### config.mk
export PLATFORM = sky130hd
export DESIGN_NAME = aes_block_stream_buffer
export DESIGN_NICKNAME = d
export VERILOG_FILES = /design/src/rtl/aes_block_stream_buffer.sv
export SDC_FILE = /design/constraint.sdc
export NUM_CORES = 1
export LEC_CHECK = 0
export BUFFER_PORTS_ARGS = -buffer_cell sky130_fd_sc_hd__buf_2
export CELL_PAD_IN_SITES_DETAIL_PLACEMENT = 1
export CELL_PAD_IN_SITES_GLOBAL_PLACEMENT = 2
export CORE_MARGIN = 2
export CORE_UTILIZATION = 26
export CTS_CLUSTER_SIZE = 25
export DETAILED_ROUTE_END_ITERATION = 10
export GPL_TIMING_DRIVEN = 0
export PLACE_DENSITY_LB_ADDON = 0.1
export SLEW_MARGIN = 15
export SYNTH_ARGS = -nofsm -noshare
export SYNTH_HDL_FRONTEND = slang
export SYNTH_SLANG_ARGS = --single-unit
### constraint.sdc
create_clock -name clk_i -period 2.5 [get_ports clk_i]
set_input_delay 0.125 -clock clk_i [delete_from_list [all_inputs] [get_ports clk_i]]
set_output_delay 0.125 -clock clk_i [all_outputs]
set_load 0.01 [all_outputs]
### src/rtl/aes_block_stream_buffer.sv
// Single-buffer data mover between the input streamer and the AES core: gathers a block from
// stream beats, hands it to the core, captures the result in place and drains it back out.
module aes_block_stream_buffer #(
    parameter int DATA_W  = 32,
    parameter int BLOCK_W = 128,
    parameter int CNT_W   = 16
) (
    input  logic                clk_i,
    input  logic                rst_i,
    input  logic                clear_i,
    input  logic                start_i,
    input  logic [CNT_W-1:0]    nblocks_i,
    input  logic                swap_i,
    input  logic [DATA_W-1:0]   a_data_i,
    input  logic                a_valid_i,
    output logic                a_ready_o,
    output logic [BLOCK_W-1:0]  blk_o,
    output logic                blk_valid_o,
    input  logic                blk_ready_i,
    input  logic [BLOCK_W-1:0]  res_i,
    input  logic                res_valid_i,
    output logic                res_ready_o,
    output logic [DATA_W-1:0]   d_data_o,
    output logic                d_valid_o,
    input  logic                d_ready_i,
    output logic [DATA_W/8-1:0] d_strb_o,
    output logic                busy_o,
    output logic                done_o,
    output logic [CNT_W-1:0]    blocks_done_o,
    output logic [2:0]          state_o
);

    localparam int BEATS  = BLOCK_W / DATA_W;
    localparam int BEAT_W = (BEATS > 1) ? $clog2(BEATS) : 1;
    localparam int NBYTES = DATA_W / 8;
    localparam logic [BEAT_W-1:0] LAST_BEAT = BEAT_W'(BEATS - 1);

    typedef enum logic [2:0] {
        ST_IDLE   = 3'd0,
        ST_GATHER = 3'd1,
        ST_ISSUE  = 3'd2,
        ST_WAIT   = 3'd3,
        ST_DRAIN  = 3'd4
    } state_t;

    state_t              state_q, state_d;
    logic [BEAT_W-1:0]   beat_q;
    logic [BLOCK_W-1:0]  buf_q;
    logic [CNT_W-1:0]    nblocks_q;
    logic [CNT_W-1:0]    blocks_done_q;
    logic                swap_q;
    logic                done_q;
    logic                last_beat;
    logic                last_block;
    logic [DATA_W-1:0]   in_word;
    logic [DATA_W-1:0]   out_word;

    function automatic logic [DATA_W-1:0] bswap(input logic [DATA_W-1:0] d);
        logic [DATA_W-1:0] r;
        for (int i = 0; i < NBYTES; i++) begin
            r[i*8 +: 8] = d[(NBYTES-1-i)*8 +: 8];
        end
        return r;
    endfunction

    assign last_beat  = (beat_q == LAST_BEAT);
    assign last_block = ((blocks_done_q + CNT_W'(1)) == nblocks_q);
    assign in_word    = swap_q ? bswap(a_data_i) : a_data_i;

    always_comb begin
        out_word = '0;
        for (int i = 0; i < BEATS; i++) begin
            if (beat_q == BEAT_W'(i)) out_word = buf_q[i*DATA_W +: DATA_W];
        end
    end

    // Handshake: a transfer happens on a rising edge where valid and ready are both high.
    // Every ready/valid driven here decodes state_q only, so no valid reaches a ready combinationally.
    assign a_ready_o     = (state_q == ST_GATHER);
    assign blk_valid_o   = (state_q == ST_ISSUE);
    assign res_ready_o   = (state_q == ST_WAIT);
    assign d_valid_o     = (state_q == ST_DRAIN);
    assign blk_o         = buf_q;
    assign d_data_o      = d_valid_o ? (swap_q ? bswap(out_word) : out_word) : '0;
    assign d_strb_o      = '1;
    assign busy_o        = (state_q != ST_IDLE);
    assign done_o        = done_q;
    assign blocks_done_o = blocks_done_q;
    assign state_o       = state_q;

    always_ff @(posedge clk_i) begin
        if (rst_i || clear_i) state_q <= ST_IDLE;
        else                  state_q <= state_d;
    end

    always_comb begin
        state_d = state_q;
        case (state_q)
            ST_IDLE:   if (start_i && (nblocks_i != '0)) state_d = ST_GATHER;
            ST_GATHER: if (a_valid_i && last_beat)       state_d = ST_ISSUE;
            ST_ISSUE:  if (blk_ready_i)                  state_d = ST_WAIT;
            ST_WAIT:   if (res_valid_i)                  state_d = ST_DRAIN;
            ST_DRAIN:  if (d_ready_i && last_beat)       state_d = last_block ? ST_IDLE : ST_GATHER;
            default:                                     state_d = ST_IDLE;
        endcase
    end

    always_ff @(posedge clk_i) begin
        if (rst_i || clear_i) begin
            beat_q        <= '0;
            buf_q         <= '0;
            nblocks_q     <= '0;
            blocks_done_q <= '0;
            swap_q        <= 1'b0;
            done_q        <= 1'b0;
        end else begin
            done_q <= 1'b0;
            case (state_q)
                ST_IDLE: begin
                    if (start_i) begin
                        nblocks_q     <= nblocks_i;
                        swap_q        <= swap_i;
                        blocks_done_q <= '0;
                        beat_q        <= '0;
                        // An empty job completes immediately without leaving IDLE.
                        done_q        <= (nblocks_i == '0);
                    end
                end
                ST_GATHER: begin
                    if (a_valid_i) begin
                        for (int i = 0; i < BEATS; i++) begin
                            if (beat_q == BEAT_W'(i)) buf_q[i*DATA_W +: DATA_W] <= in_word;
                        end
                        beat_q <= last_beat ? '0 : beat_q + BEAT_W'(1);
                    end
                end
                ST_WAIT: begin
                    if (res_valid_i) buf_q <= res_i;
                end
                ST_DRAIN: begin
                    if (d_ready_i) begin
                        beat_q <= last_beat ? '0 : beat_q + BEAT_W'(1);
                        if (last_beat) begin
                            blocks_done_q <= blocks_done_q + CNT_W'(1);
                            done_q        <= last_block;
                        end
                    end
                end
                default: ;
            endcase
        end
    end

endmodule

==> run metrics, run 1 <==
Final Util roughly two fifths; drt first pass iters 5; Die H between 150 and 200 µm; max cap viols 0; Clock Latency Late Sink 0.46 ns; NumNets Final around 1900; CTS root buf clkbuf_16; outcome complete, but fails checks; EDFF count, synth 0; 1st-iter DRT viols ~550; # H-tree levels 4; f_max approximately 360 MHz; Min Hold Slack 0.00866 ns; Yosys warnings 0; Synth Register Bits 167; Final Setup Violations 32; Port Buffers 369; cell depth of the worst setup path 10; CORE AREA between 0.03 and 0.04 mm²; critical path capture point type primary output; GR Util met3 around 5%; Setup CP Type reg -> out; met2 usage just under 50%; clock sink count 167; Post-DP HPWL 42.4 mm; dpl cells about 2100; drt drc 0; critical-path maximum fanout 6; DP Worst Slack -0.789 ns; Tcrit/Tclk final 110%; Worst slew margin 41.9%; r2r worst-path depth 6; Most used DFF post-synth dfxtp_1; final non-filler cell area 0.0140 mm²; final count of pins violating max slew 0; setup tns final -4.40 ns; Hold Path Class in -> reg; startpoint types flop; Layout Cells excl Fill 2159; delay of the slowest cell on the worst path between 0.3 and 0.4 ns; Critical Path Source beat_q[1]$_SDFFE_PP0P_; area delta synth->final 50.1%; Routed Antenna Nets 0; global-route wire length before repair about 79 mm; Synth Area per Inst ~7.6 µm²; routed wire length ~56 mm; DR vias/cell between 5 and 6; initial antenna violation count 2; Tightest Pin Transition just under 0.9 ns; Power Total between 6 and 7 mW; Placer Congestion 0.858; setup ws final -0.241 ns; busiest grt layer met2; Hold Fails Final Rpt 0; GRT Util Overall around 29%; Post-DP Area 0.0117 mm²; crit path capture d_data_o[16]; buffer and inverter count on the worst path 4; Site Rows 69; sequential area share after synthesis 35.9%; FF-to-FF setup slack roughly 0.12 ns; CP max-delay cell dfxtp_4; Congestion Overflow GR 0; Die W 193 µm; register clock-pin slew on the reported worst setup and hold paths ~0.070 ns; number of global-route vias before repair approximately 12000; M1 GR Usage between 30% and 40%; post-synthesis async set-or-reset flop share 0%; Initial Util 26.3%; failing checks negative setup slack; mapped cell area between 0.009 and 0.01 mm²; detailed-route via count approximately 12000; die area between 0.03 and 0.04 mm²; Yosys cell types 58; chain of cells forming the critical path inv_4, ha_4, clkbuf_16, buf_12, nand3b_1, a311oi_4, a21oi_2, nor2b_4, a211oi_2, buf_2; TritonCTS clock tree built; largest net degree at the start of global routing 17; minimum clock period between 2 and 3 ns; total CTS buffers 17; Bufs on Longest Clock Path 2; FF-to-FF End blk_o[5]$_SDFFE_PP0P_; Post-Synthesis Cells ~1200; RSZ-0062 raised after global routing true; Worst Skew 0.0117 ns; layout cells sized above 1 37.1%; VDD IR-drop max 484 µV; required time worst endpoint between 2 and 2.5 ns; Top Ports between 300 and 400; worst path arrival time approximately 2.6 ns; routed len/inst around 26 µm; Power Density roughly 460 mW/mm²; leakage dissipation roughly 5.8 nW; Top delay family on crit path compound AO/OA/AOI/OAI gates; worst r2r src state_o[1]$_SDFFE_PP0P_
[layer usage]
layer	vias up	routed length, µm
met5	-	0
met1	5761	24600
met2	396	26400
met4	0	1880
li1	5356	-
met3	79	2860
[where the power goes]
part,switching (mW),total (mW),internal [mW]
sequential,0.0259,2.71,2.68
combinational,0.537,0.895,0.358
clock,1.19,2.85,1.67
[sequential cells by signal (all words and copies together) (netlist names)]
signal,flops
beat_q,2
blk_o,128
blocks_done_o,16
swap_q,1
nblocks_q,16
state_o,3
done_o,1
[placed cells by master (no fill, tap or decap), types with 6 or more instances in the layout]
| master | synthesis | final |
|---|---|---|
| a211oi_2 | 0 | 21 |
| buf_6 | 0 | 6 |
| nor2b_1 | 36 | 25 |
| nand2_2 | 1 | 6 |
| dfxtp_1 | 167 | 164 |
| xnor2_1 | 11 | 11 |
| nor3_1 | 7 | 7 |
| or3_1 | 7 | 7 |
| clkbuf_1 | 80 | 39 |
| clkbuf_2 | 0 | 17 |
| mux2i_1 | 33 | 33 |
| o21ai_0 | 23 | 23 |
| a211oi_1 | 162 | 139 |
| nand3b_1 | 35 | 35 |
| nand3_1 | 9 | 8 |
| a21oi_1 | 202 | 172 |
| a311oi_2 | 0 | 28 |
| xor2_1 | 10 | 10 |
| a21oi_2 | 2 | 28 |
| buf_2 | 26 | 394 |
| clkbuf_4 | 0 | 11 |
| nor2_1 | 215 | 214 |
| clkbuf_16 | 0 | 22 |
| buf_4 | 4 | 26 |
| nand2_1 | 87 | 77 |
| dlygate4sd3_1 | 0 | 46 |
| nor2b_4 | 0 | 9 |
[worst min path at each step]
| stage | from | to | cells after the start |
|---|---|---|---|
| 2_1_floorplan | nblocks_i[10] | nblocks_q[10]$_SDFFE_PP0P_ | 2 |
| 3_3_place_gp | nblocks_i[13] | nblocks_q[13]$_SDFFE_PP0P_ | 3 |
| 3_5_place_dp | nblocks_i[0] | nblocks_q[0]$_SDFFE_PP0P_ | 3 |
| 4_1_cts | res_i[84] | blk_o[84]$_SDFFE_PP0P_ | 3 |
| 5_1_grt | res_i[40] | blk_o[40]$_SDFFE_PP0P_ | 3 |
| 6_report | res_i[54] | blk_o[54]$_SDFFE_PP0P_ | 3 |
[final cells by class]
class                      instances  area [µm²]
fill                            4368       21400
antenna                            4        10.0
timing repair inverter             1        7.51
buffer                           115         741
timing repair buffer             435        2510
clock buffer                      23         488
multi-input combinational        937        6130
tap                              461         577
inverter                           8        35.0
clock inverter                     8         120
sequential                       167        3350
[worst reg2reg max path, delay by kind of cell, from the launching register on]
kind / cells / cell delay, ns
AO/OA/AOI/OAI: 2 / 0.76
buffers and inverters: 2 / 0.72
flip-flops: 1 / 0.41
AND/OR/NAND/NOR: 2 / 0.40
[cells by family (layout without fill, tap and decap cells)]
| logic type | count (synthesis) | after routing | share of synthesized area [%] |
|---|---|---|---|
| other | 1 | 8 | 0.0403 |
| AND/OR/NAND/NOR | 435 | 435 | 22.1 |
| AO/OA/AOI/OAI | 439 | 439 | 30.2 |
| adder cells (fa/ha/maj) | 5 | 5 | 0.672 |
| flip-flops | 167 | 167 | 35.9 |
| multiplexers | 33 | 33 | 3.55 |
| buffers and inverters | 125 | 590 | 5.55 |
| XOR/XNOR | 21 | 21 | 1.98 |
[synthesized netlist by cell type, drive strengths merged, types with 2 or more instances]
| cell | instances | area, µm² |
|---|---|---|
| nor3 | 7 | 35.0 |
| nor2b | 36 | 225 |
| and3 | 3 | 20.0 |
| a21o | 2 | 15.0 |
| a211o | 2 | 17.5 |
| nor4b | 2 | 17.5 |
| buf | 37 | 186 |
| nand4b | 2 | 17.5 |
| xor2 | 10 | 87.6 |
| mux2i | 33 | 330 |
| nor2 | 217 | 820 |
| or4 | 2 | 15.0 |
| a311oi | 32 | 280 |
| nand2 | 88 | 333 |
| or3 | 7 | 43.8 |
| inv | 8 | 30.0 |
| nor4 | 8 | 77.6 |
| nand4 | 5 | 37.5 |
| a211oi | 162 | 1220 |
| ha | 5 | 62.6 |
| a2111oi | 3 | 51.3 |
| a21oi | 204 | 1030 |
| xnor2 | 11 | 96.3 |
| dfxtp | 167 | 3340 |
| nand3 | 10 | 55.1 |
| nand3b | 35 | 263 |
| nand2b | 3 | 18.8 |
| o21ai | 23 | 115 |
| a31oi | 4 | 25.0 |
| and2 | 4 | 25.0 |
| clkbuf | 80 | 300 |
[repair_timing]
action	CTS	global route
buffers inserted	10	9
setup endpoints to repair	166	121
cloned	2	1
endpoints found under the hold margin	46	0
resized for setup	185	79
pin swaps	48	28
hold buffers	46	0
No activity file was read; power rests on OpenSTA's default activity.
==> inputs of run 2 (changes only) <==
- HOLD_SLACK_MARGIN: unset -> 0.15
==> run metrics, run 2 (synthesized netlist as in run 1, its figures left out) <==
Layout Cells excl Fill 2259 (was 2159); Initial Util 26.3% (unchanged); Top Layer Used met4 (unchanged); TritonCTS clock tree built (unchanged); wl on met1 24.9 mm (was 24.6 mm); required time worst endpoint 2.38 ns (about the same); DP Worst Slack -0.789 ns (unchanged); Port Buffers 369 (unchanged); detailed-route via count 12000 (was 11600); RSZ-0062 raised after global routing true (unchanged); final non-filler cell area 0.0150 mm² (was 0.0140 mm²); setup ws final -0.245 ns (was -0.241 ns); leakage dissipation 6.25 nW (was 5.80 nW); fill count 4358 (was 4368); sw frac 26.9% (was 27.1%); drt drc 0 (unchanged); DR vias/cell 5.32 (was 5.37); Setup CP Type reg -> out (unchanged); max cap viols 0 (unchanged); clock network power share 43.4% (was 44.2%); GRT Util Overall 29.8% (was 29.2%); Int Power 4.81 mW (was 4.71 mW); dpl cells 2059 (unchanged); failing checks negative setup slack (unchanged); Routed Antenna Nets 0 (unchanged); area delta synth->final 61.2% (was 50.1%); startpoint types flop (unchanged); Tightest Pin Transition 0.862 ns (was 0.871 ns); commonest non-fill, non-tap cells in the layout buf_2 (393), nor2_1 (214), a21oi_1 (172), dfxtp_1 (164), dlygate4sd3_1 (146) (was buf_2 (394), nor2_1 (214), a21oi_1 (172), dfxtp_1 (164), a211oi_1 (139)); total CTS buffers 17 (unchanged); Clock Latency Late Sink 0.46 ns (about the same); routed len/inst 25.1 µm (was 25.8 µm); Placer Congestion 0.858 (unchanged); f_max 364 MHz (was 365 MHz); commonest non-fill, non-tap cell in the layout buf_2 (unchanged); Comb pwr share 15.5% (was 13.9%); VDD IR-drop max 488 µV (was 484 µV); Worst slew margin 42.5% (was 41.9%); register clock-pin slew on the reported worst setup and hold paths 0.06 ns (was 0.07 ns); Seq pwr share 41.1% (was 41.9%); largest net degree at the start of global routing 17 (unchanged); Hold Path Class in -> reg (unchanged); initial antenna violation count 2 (unchanged); Final Util 42.4% (was 39.5%); die area 0.0373 mm² (unchanged); critical path capture point type primary output (unchanged); Bufs on Longest Clock Path 2 (unchanged); outcome complete, but fails checks (unchanged); clock sink count 167 (unchanged); # H-tree levels 4 (unchanged); met2 WL 26.6 mm (was 26.4 mm); layout cells sized above 1 35.2% (was 37.1%); Tcrit/Tclk final 110% (about the same); worst path arrival time 2.62 ns (about the same); max reg flops 128 (unchanged); Post-DP Area 0.0117 mm² (unchanged); routed wire length 56.7 mm (was 55.7 mm); minimum clock period 2.74 ns (about the same); Congestion Overflow GR 0 (unchanged); global-route wire length before repair 80.4 mm (was 78.5 mm); Top Ports 374 (unchanged); Die H 193 µm (unchanged); Switching Power 1.77 mW (was 1.75 mW); Hold Fails Final Rpt 0 (unchanged); final count of pins violating max slew 0 (unchanged); Post-DP HPWL 42.4 mm (unchanged); drt first pass iters 5 (unchanged); Power Density 439 mW/mm² (was 462 mW/mm²); number of global-route vias before repair 12300 (was 11800); critical-path maximum fanout 6 (unchanged); CORE AREA 0.0354 mm² (unchanged); Die W 193 µm (unchanged); 1st-iter DRT viols 656 (was 551); Site Rows 69 (unchanged); CTS root buf clkbuf_16 (unchanged); NumNets Final 1974 (was 1872); met3 WL 2.83 mm (was 2.86 mm); Worst Skew 0.0129 ns (was 0.0117 ns); Final Setup Violations 32 (unchanged)
## run 2: layer usage
metal | up-vias | global-route usage, %
met1 | 5950 | 38.2
met3 | 98 | 4.98
met5 | - | 0
met2 | 403 | 49.2
li1 | 5566 | -
met4 | 0 | 13.2
## run 2: metrics by stage
stage          power, mW  TNS [ns]  hold WS, ns
3_5_place_dp        3.54    -56.78        0.392
4_1_cts             6.58     -5.00        0.185
3_3_place_gp        3.54    -52.81        0.389
6_report            6.59     -4.86        0.206
5_1_grt             6.81     -6.94        0.235
2_1_floorplan       3.15         0        0.261
## run 2: power groups by stage
stage / clock network [mW] / logic, mW / registers (mW)
3_3_place_gp: 0 / 0.766 / 2.77
6_report: 2.86 / 1.02 / 2.71
2_1_floorplan: 0 / 0.380 / 2.77
3_5_place_dp: 0 / 0.773 / 2.77
4_1_cts: 2.89 / 0.987 / 2.71
5_1_grt: 3.00 / 1.10 / 2.71
## run 2: path summary, 6_finish.rpt
kind	from	end	slack, ns	cells after the start
worst max-delay path	beat_q[1]$_SDFFE_PP0P_	d_data_o[6]	-0.24	12
worst min register to register	nblocks_q[8]$_SDFFE_PP0P_	nblocks_q[8]$_SDFFE_PP0P_	0.47	2
worst min-delay path	d_ready_i	blocks_done_o[1]$_SDFFE_PP0P_	0.21	4
worst max register to register	state_o[1]$_SDFFE_PP0P_	blk_o[5]$_SDFFE_PP0P_	0.14	6
## run 2: layout make-up
class	count	area (µm²)	area share, %
timing repair buffer	537	3520	23.5
tap	461	577	3.84
multi-input combinational	937	6150	41.0
antenna	2	5.00	0.0334
buffer	115	743	4.95
clock buffer	23	488	3.25
inverter	8	35.0	0.234
clock inverter	8	120	0.801
sequential	167	3350	22.3
timing repair inverter	1	7.51	0.0500
## run 2: critical path, cell delays in order (launching register included)
cell       delay, ns
dfxtp_4         0.36
inv_4           0.07
ha_4            0.15
clkbuf_16       0.17
buf_12          0.15
clkbuf_16       0.16
buf_4           0.11
nand2_4         0.05
a311oi_4        0.34
a21oi_2         0.08
nor2b_4         0.14
a211oi_2        0.20
buf_2           0.18
## run 2: timing repair
item | in CTS | in global routing
gates cloned | 2 | 1
endpoints found under the setup margin | 166 | 126
buffers inserted | 10 | 11
resized for setup | 185 | 85
pin swaps | 48 | 31
hold buffers | 146 | 0
hold endpoints to repair | 146 | 0
